--- config.mk ---
export PLATFORM = sky130hd
export DESIGN_NAME = ov5640_powerup
export DESIGN_NICKNAME = d
export VERILOG_FILES = /design/src/rtl/ov5640_pkg.sv /design/src/rtl/ov5640_delay_timer.sv /design/src/rtl/ov5640_powerup.sv
export SDC_FILE = /design/constraint.sdc
export NUM_CORES = 1
export LEC_CHECK = 0
export ABC_CLOCK_PERIOD_IN_PS = 2600
export BUFFER_PORTS_ARGS = -buffer_cell sky130_fd_sc_hd__buf_2
export CAP_MARGIN = 30
export CORE_AREA = 2 2 60 62
export CTS_BUF_LIST = sky130_fd_sc_hd__clkbuf_4
export DETAILED_ROUTE_END_ITERATION = 12
export DIE_AREA = 0 0 62 64
export PLACE_DENSITY = 0.57
export SLEW_MARGIN = 40
export SYNTH_ARGS = -nofsm -noshare
export SYNTH_HDL_FRONTEND = slang
export SYNTH_SLANG_ARGS = --single-unit
--- constraint.sdc ---
create_clock -name sysclk -period 2.6 [get_ports sysclk]
set_input_delay 0.78 -clock sysclk [delete_from_list [all_inputs] [get_ports sysclk]]
set_output_delay 0.78 -clock sysclk [all_outputs]
set_load 0.01 [all_outputs]
--- src/rtl/ov5640_pkg.sv ---
// rtl/ov5640_pkg.sv - OV5640 power-up types and constants; fast-sim macro OV5640_PWRUP_FAST_SIM_EN
package ov5640_pkg;

    typedef enum logic [1:0] {
        S_PWDN = 2'd0,
        S_RST  = 2'd1,
        S_INIT = 2'd2,
        S_DONE = 2'd3
    } pwrup_state_t;

    localparam int CLK_FREQ_HZ     = 50_000_000;
    localparam int DEF_PWDN_CYCLES = 300_000;
    localparam int DEF_RST_CYCLES  = 100_000;
    localparam int DEF_INIT_CYCLES = 1_050_000;
    localparam int FAST_SIM_DIV    = 1000;

    // Cycle count actually loaded into the delay timer for a given parameter value.
    // Fast-sim shrinks every delay by FAST_SIM_DIV but never below one cycle.
    function automatic int eff_cycles(input int n);
`ifdef OV5640_PWRUP_FAST_SIM_EN
        return ((n / FAST_SIM_DIV) < 1) ? 1 : (n / FAST_SIM_DIV);
`else
        return n;
`endif
    endfunction

endpackage

--- src/rtl/ov5640_delay_timer.sv ---
// rtl/ov5640_delay_timer.sv - reloadable delay counter pulsing expire at count == limit
module ov5640_delay_timer #(
    parameter int CNT_W = 21
) (
    input  logic             i_clk,
    input  logic             i_rst_n,
    input  logic             i_clear,
    input  logic [CNT_W-1:0] i_limit,
    output logic             o_expire
);

    logic [CNT_W-1:0] r_cnt;
    logic             w_hit;

    assign w_hit    = (r_cnt == i_limit);
    assign o_expire = w_hit & ~i_clear;

    // Count up each clock; wrap to zero on expiry so the next state starts fresh, hold zero while cleared.
    always_ff @(posedge i_clk) begin
        if (!i_rst_n || i_clear || w_hit) begin
            r_cnt <= '0;
        end else begin
            r_cnt <= r_cnt + 1'b1;
        end
    end

endmodule

--- src/rtl/ov5640_powerup.sv ---
// rtl/ov5640_powerup.sv - OV5640 PWDN/RESETB power-up sequencer; fast-sim macro OV5640_PWRUP_FAST_SIM_EN
module ov5640_powerup
    import ov5640_pkg::*;
#(
    parameter int PWDN_CYCLES = DEF_PWDN_CYCLES,
    parameter int RST_CYCLES  = DEF_RST_CYCLES,
    parameter int INIT_CYCLES = DEF_INIT_CYCLES,
    parameter int CNT_W       = 21
) (
    input  logic sysclk,
    input  logic rst_n,
    output logic coms_pwdn,
    output logic coms_reset,
    output logic done
);

    localparam int PWDN_EFF = eff_cycles(PWDN_CYCLES);
    localparam int RST_EFF  = eff_cycles(RST_CYCLES);
    localparam int INIT_EFF = eff_cycles(INIT_CYCLES);

    localparam logic [CNT_W-1:0] PWDN_LIM = CNT_W'(PWDN_EFF - 1);
    localparam logic [CNT_W-1:0] RST_LIM  = CNT_W'(RST_EFF - 1);
    localparam logic [CNT_W-1:0] INIT_LIM = CNT_W'(INIT_EFF - 1);

    // A zero-length state cannot be expressed by the counter, and the limit must fit in CNT_W bits.
    generate
        if (PWDN_CYCLES < 1 || RST_CYCLES < 1 || INIT_CYCLES < 1) begin : g_bad_cycles
            $error("ov5640_powerup: cycle parameters must be >= 1");
        end
        if ((longint'(PWDN_EFF) - 1) >= (longint'(1) << CNT_W) ||
            (longint'(RST_EFF)  - 1) >= (longint'(1) << CNT_W) ||
            (longint'(INIT_EFF) - 1) >= (longint'(1) << CNT_W)) begin : g_bad_width
            $error("ov5640_powerup: CNT_W too narrow for cycle parameters");
        end
    endgenerate

    pwrup_state_t     r_state;
    pwrup_state_t     w_state_nxt;
    logic [CNT_W-1:0] w_limit;
    logic             w_expire;
    logic             w_clear;
    logic             w_pwdn_nxt;
    logic             w_reset_nxt;
    logic             w_done_nxt;
    logic             r_pwdn;
    logic             r_reset;
    logic             r_done;

    assign w_clear = (r_state == S_DONE);

    // Select the delay for the current state; the timer reloads it as soon as the state changes.
    always_comb begin
        w_limit = INIT_LIM;
        case (r_state)
            S_PWDN:  w_limit = PWDN_LIM;
            S_RST:   w_limit = RST_LIM;
            default: w_limit = INIT_LIM;
        endcase
    end

    ov5640_delay_timer #(
        .CNT_W(CNT_W)
    ) u_timer (
        .i_clk    (sysclk),
        .i_rst_n  (rst_n),
        .i_clear  (w_clear),
        .i_limit  (w_limit),
        .o_expire (w_expire)
    );

    // State register.
    always_ff @(posedge sysclk) begin
        if (!rst_n) begin
            r_state <= S_PWDN;
        end else begin
            r_state <= w_state_nxt;
        end
    end

    // Advance one state per timer expiry; S_DONE is terminal.
    always_comb begin
        w_state_nxt = r_state;
        if (w_expire) begin
            case (r_state)
                S_PWDN:  w_state_nxt = S_RST;
                S_RST:   w_state_nxt = S_INIT;
                S_INIT:  w_state_nxt = S_DONE;
                default: w_state_nxt = S_DONE;
            endcase
        end
    end

    // Pin levels decoded from the next state so the registered pins change on the same edge as the state.
    always_comb begin
        w_pwdn_nxt  = 1'b1;
        w_reset_nxt = 1'b0;
        w_done_nxt  = 1'b0;
        case (w_state_nxt)
            S_PWDN: begin
                w_pwdn_nxt  = 1'b1;
                w_reset_nxt = 1'b0;
            end
            S_RST: begin
                w_pwdn_nxt  = 1'b0;
                w_reset_nxt = 1'b0;
            end
            S_INIT: begin
                w_pwdn_nxt  = 1'b0;
                w_reset_nxt = 1'b1;
            end
            default: begin
                w_pwdn_nxt  = 1'b0;
                w_reset_nxt = 1'b1;
                w_done_nxt  = 1'b1;
            end
        endcase
    end

    // Output registers keep the sensor pins free of decode glitches.
    always_ff @(posedge sysclk) begin
        if (!rst_n) begin
            r_pwdn  <= 1'b1;
            r_reset <= 1'b0;
            r_done  <= 1'b0;
        end else begin
            r_pwdn  <= w_pwdn_nxt;
            r_reset <= w_reset_nxt;
            r_done  <= w_done_nxt;
        end
    end

    assign coms_pwdn  = r_pwdn;
    assign coms_reset = r_reset;
    assign done       = r_done;

endmodule

==> results_dict.tcl, run 1 <==
set metrics [dict create \
    cp_max_fo 21 \
    cts.sinks 25 \
    synth_top_area_cell "dfxtp_1" \
    via_per_inst 4.95 \
    ant_nets 0 \
    drcViolationCount 0 \
    hold_class "flip-flop to flip-flop" \
    die_area_um2 3970 \
    r2r_start "u_timer.r_cnt[6]" \
    vdd_drop_max_uv 328 \
    cts_resized 0 \
    crit_type "flip-flop to flip-flop" \
    firstDrtPassIters 4 \
    fmax_mhz 480 \
    cp_data_required_time_ps 2820 \
    critPathCaptureType "flip-flop" \
    layout.nets 144 \
    cts_hold_buf 0 \
    power.density_nw_per_um2 511 \
    grt-ovfl-total 0 \
    yosysTopAreaCellShare 0.398 \
    grt_max_degree 22 \
    syn_area_per_cell_um2 9.38 \
    rows 21 \
    drt_wl_total_um 2210 \
    leakagePower_nw 0.482 \
    postPlaceCellArea_um2 1320 \
    worst_pin_slew_ps 389 \
    antennaDiodeCount 0 \
    die_y_um 64 \
    finalClockSkew_ps 3.90 \
    ys_seq_area_frac 0.398 \
    crit_family "simple AND/OR/NAND/NOR gates" \
    final_area_um2 1350 \
    drtIter0Drc 42 \
    slowest_delay_ps 560 \
    final_common_cell "dfxtp_1" \
    cp_cell_sequence "or4b_1 -> a21oi_2 -> o2111ai_2 -> a32oi_2 -> buf_4 -> nor2_2" \
    met1_usage 0.192 \
    cts.path.max_buffers 2 \
    synth-seq-cells 25 \
    crit_path_start "u_timer.r_cnt[6]" \
    use_met3 0.0364 \
    io_buffer_count 4 \
    drive_above_1_share 0.257 \
    wire_per_inst_um 11.9 \
    maxSlewViolCount 0 \
    mostFrequentLayoutCells "dfxtp_1, nor2_2, xnor2_1" \
    syn2layout_area_growth_pct 7.06 \
    cts_tree "yes" \
    core_um2 3280 \
    cp_data_arrival_time_ps 2300 \
    status "complete, no violations" \
    path_buf_inv 1 \
    final.period_utilization 0.801 \
    ys_types 32 \
    start_util 0.383 \
    htreeDepth 1 \
    vias 920 \
    cap_viol_max_count 0 \
    slowest_stage "or4b_1" \
    utilization 0.410 \
    start_kind "flip-flop" \
    clk_pin_slew_worst_paths_ps 130 \
    hpwl_um 1630 \
    ys_warn_count 0 \
    grt.busiest_layer "met2" \
    pin_count 5 \
    grt_pass1_wl_um 4120 \
    clk_latency_ps 320 \
    grt.total_usage 0.135 \
    hold_viol 0 \
    maxSlewHeadroom 0.739 \
    syn_inst 134 \
    use_met2 0.195 \
    fill_cells 332 \
    fin_setup_tns_ps 0 \
    die_w_um 62 \
    netlist_area_um2 1260 \
    fin_crit_ps 2080 \
    setup_viol 0 \
    cts_buffers 3 \
    rsz0062_at_grt "no" \
    postCtsSetupBuffers 0 \
    antenna_found_initial 0 \
    hold_start "u_timer.r_cnt[0]" \
    synth_area_leaders "dfxtp_1, nor2_2, xnor2_1" \
    synthesis.nets 137 \
    cts-root-buf "clkbuf_4" \
    place.gp.congestion 0.786 \
    first_global_vias 898 \
]
[cell usage after synthesis]
| library cell | number |
|---|---|
| nand4bb_1 | 1 |
| dfxtp_1 | 25 |
| nor3_1 | 5 |
| inv_1 | 5 |
| or4b_1 | 1 |
| a21oi_2 | 1 |
| nand4_1 | 2 |
| buf_6 | 2 |
| and4bb_2 | 1 |
| o211ai_1 | 2 |
| nand3_1 | 10 |
| xnor2_1 | 12 |
| nor2_2 | 20 |
| o2111ai_2 | 1 |
| xor2_1 | 7 |
| and3_2 | 1 |
| nand2b_1 | 2 |
| nor2_1 | 7 |
| nor2b_1 | 3 |
| o2111a_1 | 1 |
| and3_1 | 2 |
| nor4b_1 | 1 |
| o22ai_2 | 1 |
| clkbuf_1 | 1 |
| and4_1 | 3 |
| ha_1 | 1 |
| nand2_1 | 10 |
| a211oi_4 | 1 |
| and4b_1 | 1 |
| a32oi_2 | 1 |
| a21boi_1 | 1 |
| o211a_1 | 2 |
[power breakdown]
group          leakage [nW]  internal, mW  switching, mW
Clock                0.0184        0.0705          0.113
Combinational         0.261        0.0329         0.0372
Sequential            0.202         0.407         0.0264
Total                 0.482         0.511          0.177
[layer usage]
metal	vias to the layer above	routed length, um
met5	-	0
met4	0	27
met3	4	83
met2	15	959
met1	430	1130
li1	471	-
[state kept, by name, indices dropped and copies added, names as in the netlist, named ones only]
register	flops
done	1
coms_pwdn	1
r_state	1
u_timer.r_cnt	21
[per-stage QoR]
stage               hold WS (ps)  power, mW  setup slack [ps]  instances
floorplan                    427      0.499               784        134
global placement             440      0.512               593        182
detailed placement           450      0.513               555        182
CTS                          482      0.696               524        186
global route                 513      0.724               371        186
finish                       478      0.688               516        186
[cell families (layout without fill, tap and decap cells)]
logic type / Yosys count / after routing / share of synthesized area
simple gates: 70 / 70 / 0.323
compound gates: 11 / 11 / 0.100
fa+ha+maj: 1 / 1 / 0.00995
flops: 25 / 25 / 0.398
buf+inv: 8 / 14 / 0.0358
xor+xnor: 19 / 19 / 0.132
[worst paths after layout]
| kind | end | slack [ps] | cells past startpoint |
|---|---|---|---|
| worst min register to register | u_timer.r_cnt[0] | 480 | 1 |
| worst min-delay path | u_timer.r_cnt[0] | 480 | 1 |
| worst max-delay path | u_timer.r_cnt[5] | 520 | 6 |
| worst max register to register | u_timer.r_cnt[5] | 520 | 6 |
[final cells by class]
class,instances,area [um^2],share of cell area
sequential,25,500,0.372
tap,46,57.6,0.0428
timing repair buffer,5,27.5,0.0204
inverter,5,18.8,0.0139
multi-input combinational,101,712,0.529
clock buffer,4,30.0,0.0223
No activity file was read; power rests on OpenSTA's default activity.
==> inputs of run 2 (changes only) <==
--- a/config.mk
+++ b/config.mk
@@ -5,7 +5,7 @@
 export SDC_FILE = /design/constraint.sdc
 export NUM_CORES = 1
 export LEC_CHECK = 0
-export ABC_CLOCK_PERIOD_IN_PS = 2600
+export ABC_CLOCK_PERIOD_IN_PS = 2100
 export BUFFER_PORTS_ARGS = -buffer_cell sky130_fd_sc_hd__buf_2
 export CAP_MARGIN = 30
 export CORE_AREA = 2 2 60 62
==> constraint.sdc (replaced) <==
create_clock -name sysclk -period 2.1 [get_ports sysclk]
set_input_delay 0.63 -clock sysclk [delete_from_list [all_inputs] [get_ports sysclk]]
set_output_delay 0.63 -clock sysclk [all_outputs]
set_load 0.01 [all_outputs]
==> results_dict.tcl, run 2 (synthesized netlist as in run 1, its figures left out) <==
set metrics [dict create \
    cp_data_required_time_ps 2330 \
    crit_type "flip-flop to flip-flop" \
    cts_buffers 3 \
    place.gp.congestion 0.821 \
    grt_pass1_wl_um 4260 \
    fin_crit_ps 1960 \
    status "complete, no violations" \
    p_comb_frac 0.126 \
    maxSlewHeadroom 0.740 \
    finalPower_mw 0.872 \
    postCtsSetupBuffers 0 \
    cap_viol_max_count 0 \
    clk_latency_ps 320 \
    rows 21 \
    pin_count 5 \
    power.density_nw_per_um2 635 \
    grt-ovfl-total 0 \
    cp_cell_sequence "or4b_1 -> a21oi_2 -> o2111ai_2 -> a32oi_2 -> buf_12 -> nor2_1" \
    vias 932 \
    grt.total_usage 0.142 \
    slowest_delay_ps 470 \
    cts.sinks 25 \
    hold_class "flip-flop to flip-flop" \
    cts-root-buf "clkbuf_4" \
    firstDrtPassIters 4 \
    finalClockSkew_ps 2.13 \
    vdd_drop_max_uv 250 \
    cts.path.max_buffers 2 \
    p_int_mw 0.644 \
    clk_pin_slew_worst_paths_ps 140 \
    worst_pin_slew_ps 386 \
    final_common_cell "dfxtp_1" \
    maxSlewViolCount 0 \
    fill_cells 331 \
    swShare 0.262 \
    layoutNonFillerInstCount 188 \
    io_buffer_count 4 \
    cp_data_arrival_time_ps 2190 \
    ant_nets 0 \
    regArea_um2 500 \
    antennaDiodeCount 0 \
    leakagePower_nw 0.496 \
    cts_resized 0 \
    start_util 0.383 \
    cp_max_fo 21 \
    cts_tree "yes" \
    drtIter0Drc 40 \
    wire_per_inst_um 12.4 \
    dp_cells 184 \
    syn2layout_area_growth_pct 9.25 \
    critPathCaptureType "flip-flop" \
    power_frac_seq 0.608 \
    crit_family "compound AO/OA/AOI/OAI gates" \
    drive_above_1_share 0.268 \
    final.period_utilization 0.933 \
    switching_power_mw 0.228 \
    fin_setup_tns_ps 0 \
    slowest_stage "or4b_1" \
    start_kind "flip-flop" \
    hold_viol 0 \
    largest_reg_flops 21 \
    pwr-share-clk 0.266 \
    setup_viol 0 \
    mostFrequentLayoutCells "dfxtp_1, nor2_2, xnor2_1" \
    multi_input_area_um2 712 \
    fmax_mhz 510 \
    die_area_um2 3970 \
    path_buf_inv 1 \
    die_w_um 62 \
    cts_hold_buf 0 \
    grt_max_degree 22 \
    drcViolationCount 0 \
    utilization 0.418 \
    largest_register "u_timer.r_cnt" \
    core_um2 3280 \
    via_per_inst 4.96 \
    drt_wl_total_um 2330 \
    htreeDepth 1 \
    antenna_found_initial 0 \
    rsz0062_at_grt "no" \
    hpwl_um 1740 \
    first_global_vias 914 \
    layout.nets 146 \
    die_y_um 64 \
]
==> run 2: layout make-up <==
type	count	share of cell area
sequential	25	0.364
multi-input combinational	101	0.518
inverter	5	0.0137
tap	46	0.0419
clock buffer	4	0.0219
timing repair buffer	7	0.0401
==> run 2: final timing paths <==
path,startpoint,to,slack [ps],depth (start not counted)
max,u_timer.r_cnt[10],u_timer.r_cnt[16],140,6
min,u_timer.r_cnt[0],u_timer.r_cnt[0],470,1
max reg2reg,u_timer.r_cnt[10],u_timer.r_cnt[16],140,6
min reg2reg,u_timer.r_cnt[0],u_timer.r_cnt[0],470,1
==> run 2: power groups by stage <==
stage	clock (mW)	sequential, mW	combinational (mW)
detailed placement	0	0.541	0.110
global route	0.264	0.536	0.124
global placement	0	0.540	0.109
finish	0.232	0.530	0.110
floorplan	0	0.540	0.0778
CTS	0.238	0.530	0.111
==> run 2: per-layer routing <==
metal	global-route usage	part of all wire	vias to the layer above
met1	0.213	0.52	434
met5	0	0	-
li1	-	-	476
met3	0.0324	0.034	2
met2	0.194	0.43	20
met4	0.0505	0.0073	0
==> run 2: stage by stage <==
stage / setup slack [ps] / hold WS (ps) / cell area [um^2]
2_1_floorplan: 284 / 427 / 1260
3_3_place_gp: 198 / 439 / 1340
3_5_place_dp: 145 / 442 / 1340
4_1_cts: 133 / 473 / 1370
5_1_grt: 14.2 / 499 / 1370
6_report: 141 / 467 / 1370
==> inputs of run 3 (changes only) <==
--- a/config.mk
+++ b/config.mk
@@ -8,11 +8,11 @@
 export ABC_CLOCK_PERIOD_IN_PS = 2100
 export BUFFER_PORTS_ARGS = -buffer_cell sky130_fd_sc_hd__buf_2
 export CAP_MARGIN = 30
-export CORE_AREA = 2 2 60 62
+export CORE_AREA = 2 2 56 58
 export CTS_BUF_LIST = sky130_fd_sc_hd__clkbuf_4
 export DETAILED_ROUTE_END_ITERATION = 12
-export DIE_AREA = 0 0 62 64
-export PLACE_DENSITY = 0.57
+export DIE_AREA = 0 0 58 60
+export PLACE_DENSITY = 0.64
 export SLEW_MARGIN = 40
 export SYNTH_ARGS = -nofsm -noshare
 export SYNTH_HDL_FRONTEND = slang
==> results_dict.tcl, run 3 (synthesized netlist as in run 1, its figures left out) <==
set metrics [dict create \
    status "complete, no violations" \
    core_um2 2900 \
    hold_start "u_timer.r_cnt[0]" \
    drtIter0Drc 51 \
    fin_setup_tns_ps 0 \
    cts.path.max_buffers 2 \
    die_area_um2 3480 \
    maxSlewViolCount 0 \
    cts_buffers 3 \
    final_area_um2 1360 \
    largest_register "u_timer.r_cnt" \
    mostFrequentLayoutCells "dfxtp_1, nor2_2, xnor2_1" \
    syn2layout_area_growth_pct 7.96 \
    largest_reg_flops 21 \
    cts.sinks 25 \
    hold_slack_ps 473 \
    rows 20 \
    fmax_mhz 512 \
    critPathCaptureType "flip-flop" \
    power.density_nw_per_um2 627 \
    r2r_start "u_timer.r_cnt[10]" \
    wire_per_inst_um 12.7 \
    cts_tree "yes" \
    vdd_drop_max_uv 362 \
    fin_crit_ps 1950 \
    cp_data_arrival_time_ps 2170 \
    cp_data_required_time_ps 2320 \
    path_buf_inv 1 \
    firstDrtPassIters 4 \
    grt_max_degree 22 \
    hpwl_um 1660 \
    vias 936 \
    postCtsSetupBuffers 0 \
    drive_above_1_share 0.275 \
    io_buffer_count 4 \
    maxSlewHeadroom 0.753 \
    hold_class "flip-flop to flip-flop" \
    crit_family "compound AO/OA/AOI/OAI gates" \
    via_per_inst 5.35 \
    slowest_stage "or4b_1" \
    cap_viol_max_count 0 \
    ant_nets 0 \
    postPlaceCellArea_um2 1330 \
    worstReg2RegEnd "u_timer.r_cnt[16]" \
    clk_latency_ps 310 \
    finalClockSkew_ps 6.17 \
    cts-root-buf "clkbuf_4" \
    slowest_delay_ps 480 \
    antenna_found_initial 0 \
    first_global_vias 883 \
    grt.total_usage 0.146 \
    leakagePower_nw 0.493 \
    antennaDiodeCount 0 \
    htreeDepth 1 \
    r2r_slack_ps 150 \
    rr_worst_depth 6 \
    worst_pin_slew_ps 368 \
    crit_type "flip-flop to flip-flop" \
    cp_cell_sequence "or4b_1 -> a21oi_2 -> o2111ai_2 -> a32oi_2 -> buf_12 -> nor2_1" \
    setup_viol 0 \
    start_util 0.433 \
    grt-ovfl-total 0 \
    grt_pass1_wl_um 3850 \
    drcViolationCount 0 \
    utilization 0.468 \
    die_y_um 60 \
    layout.nets 146 \
    drt_wl_total_um 2230 \
    final.period_utilization 0.930 \
    start_kind "flip-flop" \
    final_common_cell "dfxtp_1" \
    hold_path_depth 1 \
    clk_pin_slew_worst_paths_ps 140 \
    worstHoldEndpoint "u_timer.r_cnt[0]" \
    pin_count 5 \
    rsz0062_at_grt "no" \
    place.gp.congestion 0.843 \
    die_w_um 58 \
    cp_max_fo 21 \
    hold_viol 0 \
]
[run 3: changes by cell type in the layout (fill, tap and decap cells not counted)]
cell	delta
clkbuf_4	-1
ha_2	+1
clkinv_2	+1
ha_1	-1
[run 3: how the worst max path moves through the flow]
stage | start | endpoint | slack (ps) | depth (start not counted)
detailed placement | u_timer.r_cnt[0] | u_timer.r_cnt[16] | 160 | 7
global route | u_timer.r_cnt[10] | u_timer.r_cnt[16] | 20 | 6
global placement | u_timer.r_cnt[0] | u_timer.r_cnt[16] | 200 | 7
finish | u_timer.r_cnt[10] | u_timer.r_cnt[16] | 150 | 6
floorplan | u_timer.r_cnt[6] | u_timer.r_cnt[10] | 280 | 6
CTS | u_timer.r_cnt[0] | u_timer.r_cnt[16] | 140 | 7
[run 3: cell type report]
| type | instances | area (um^2) |
|---|---|---|
| clock buffers | 3 | 22.5 |
| repair buffers | 7 | 55.1 |
| fillers | 271 | 1550 |
| flip-flops and latches | 25 | 500 |
| clock inverters | 1 | 5.00 |
| well taps | 33 | 41.3 |
| inverters | 5 | 18.8 |
| multi-input cells | 101 | 714 |
[run 3: where the power goes]
group | internal (mW) | switching (mW)
clock | 0.0712 | 0.140
sequential | 0.504 | 0.0243
combinational | 0.0543 | 0.0568
total | 0.630 | 0.222
[run 3: metal layers]
metal	routed length [um]	up-vias	part of all wire	GRT usage
li1	-	477	-	-
met1	1050	444	0.47	0.175
met2	1090	13	0.49	0.248
met3	73	2	0.033	0.0325
met4	16	0	0.0072	0.0698
met5	0	-	0	0
[run 3: metrics by stage]
stage	setup slack, ps	power, mW	std cells
final	146	0.851	175
after global routing	18.5	0.901	175
after CTS	136	0.865	175
after detailed placement	162	0.649	171
after global placement	202	0.646	171
after floorplan	284	0.618	134
[run 3: worst reg2reg max path: stages (launching register included)]
cell       delay [ps]
dfxtp_1           440
or4b_1            480
a21oi_2           190
o2111ai_2         160
a32oi_2           290
buf_12            220
nor2_1             80
[run 3: repair_timing]
item                                    4_1_cts  5_1_grt
endpoints found under the setup margin        0        1
hold buffers                                  0        0
resized for setup                             0        1
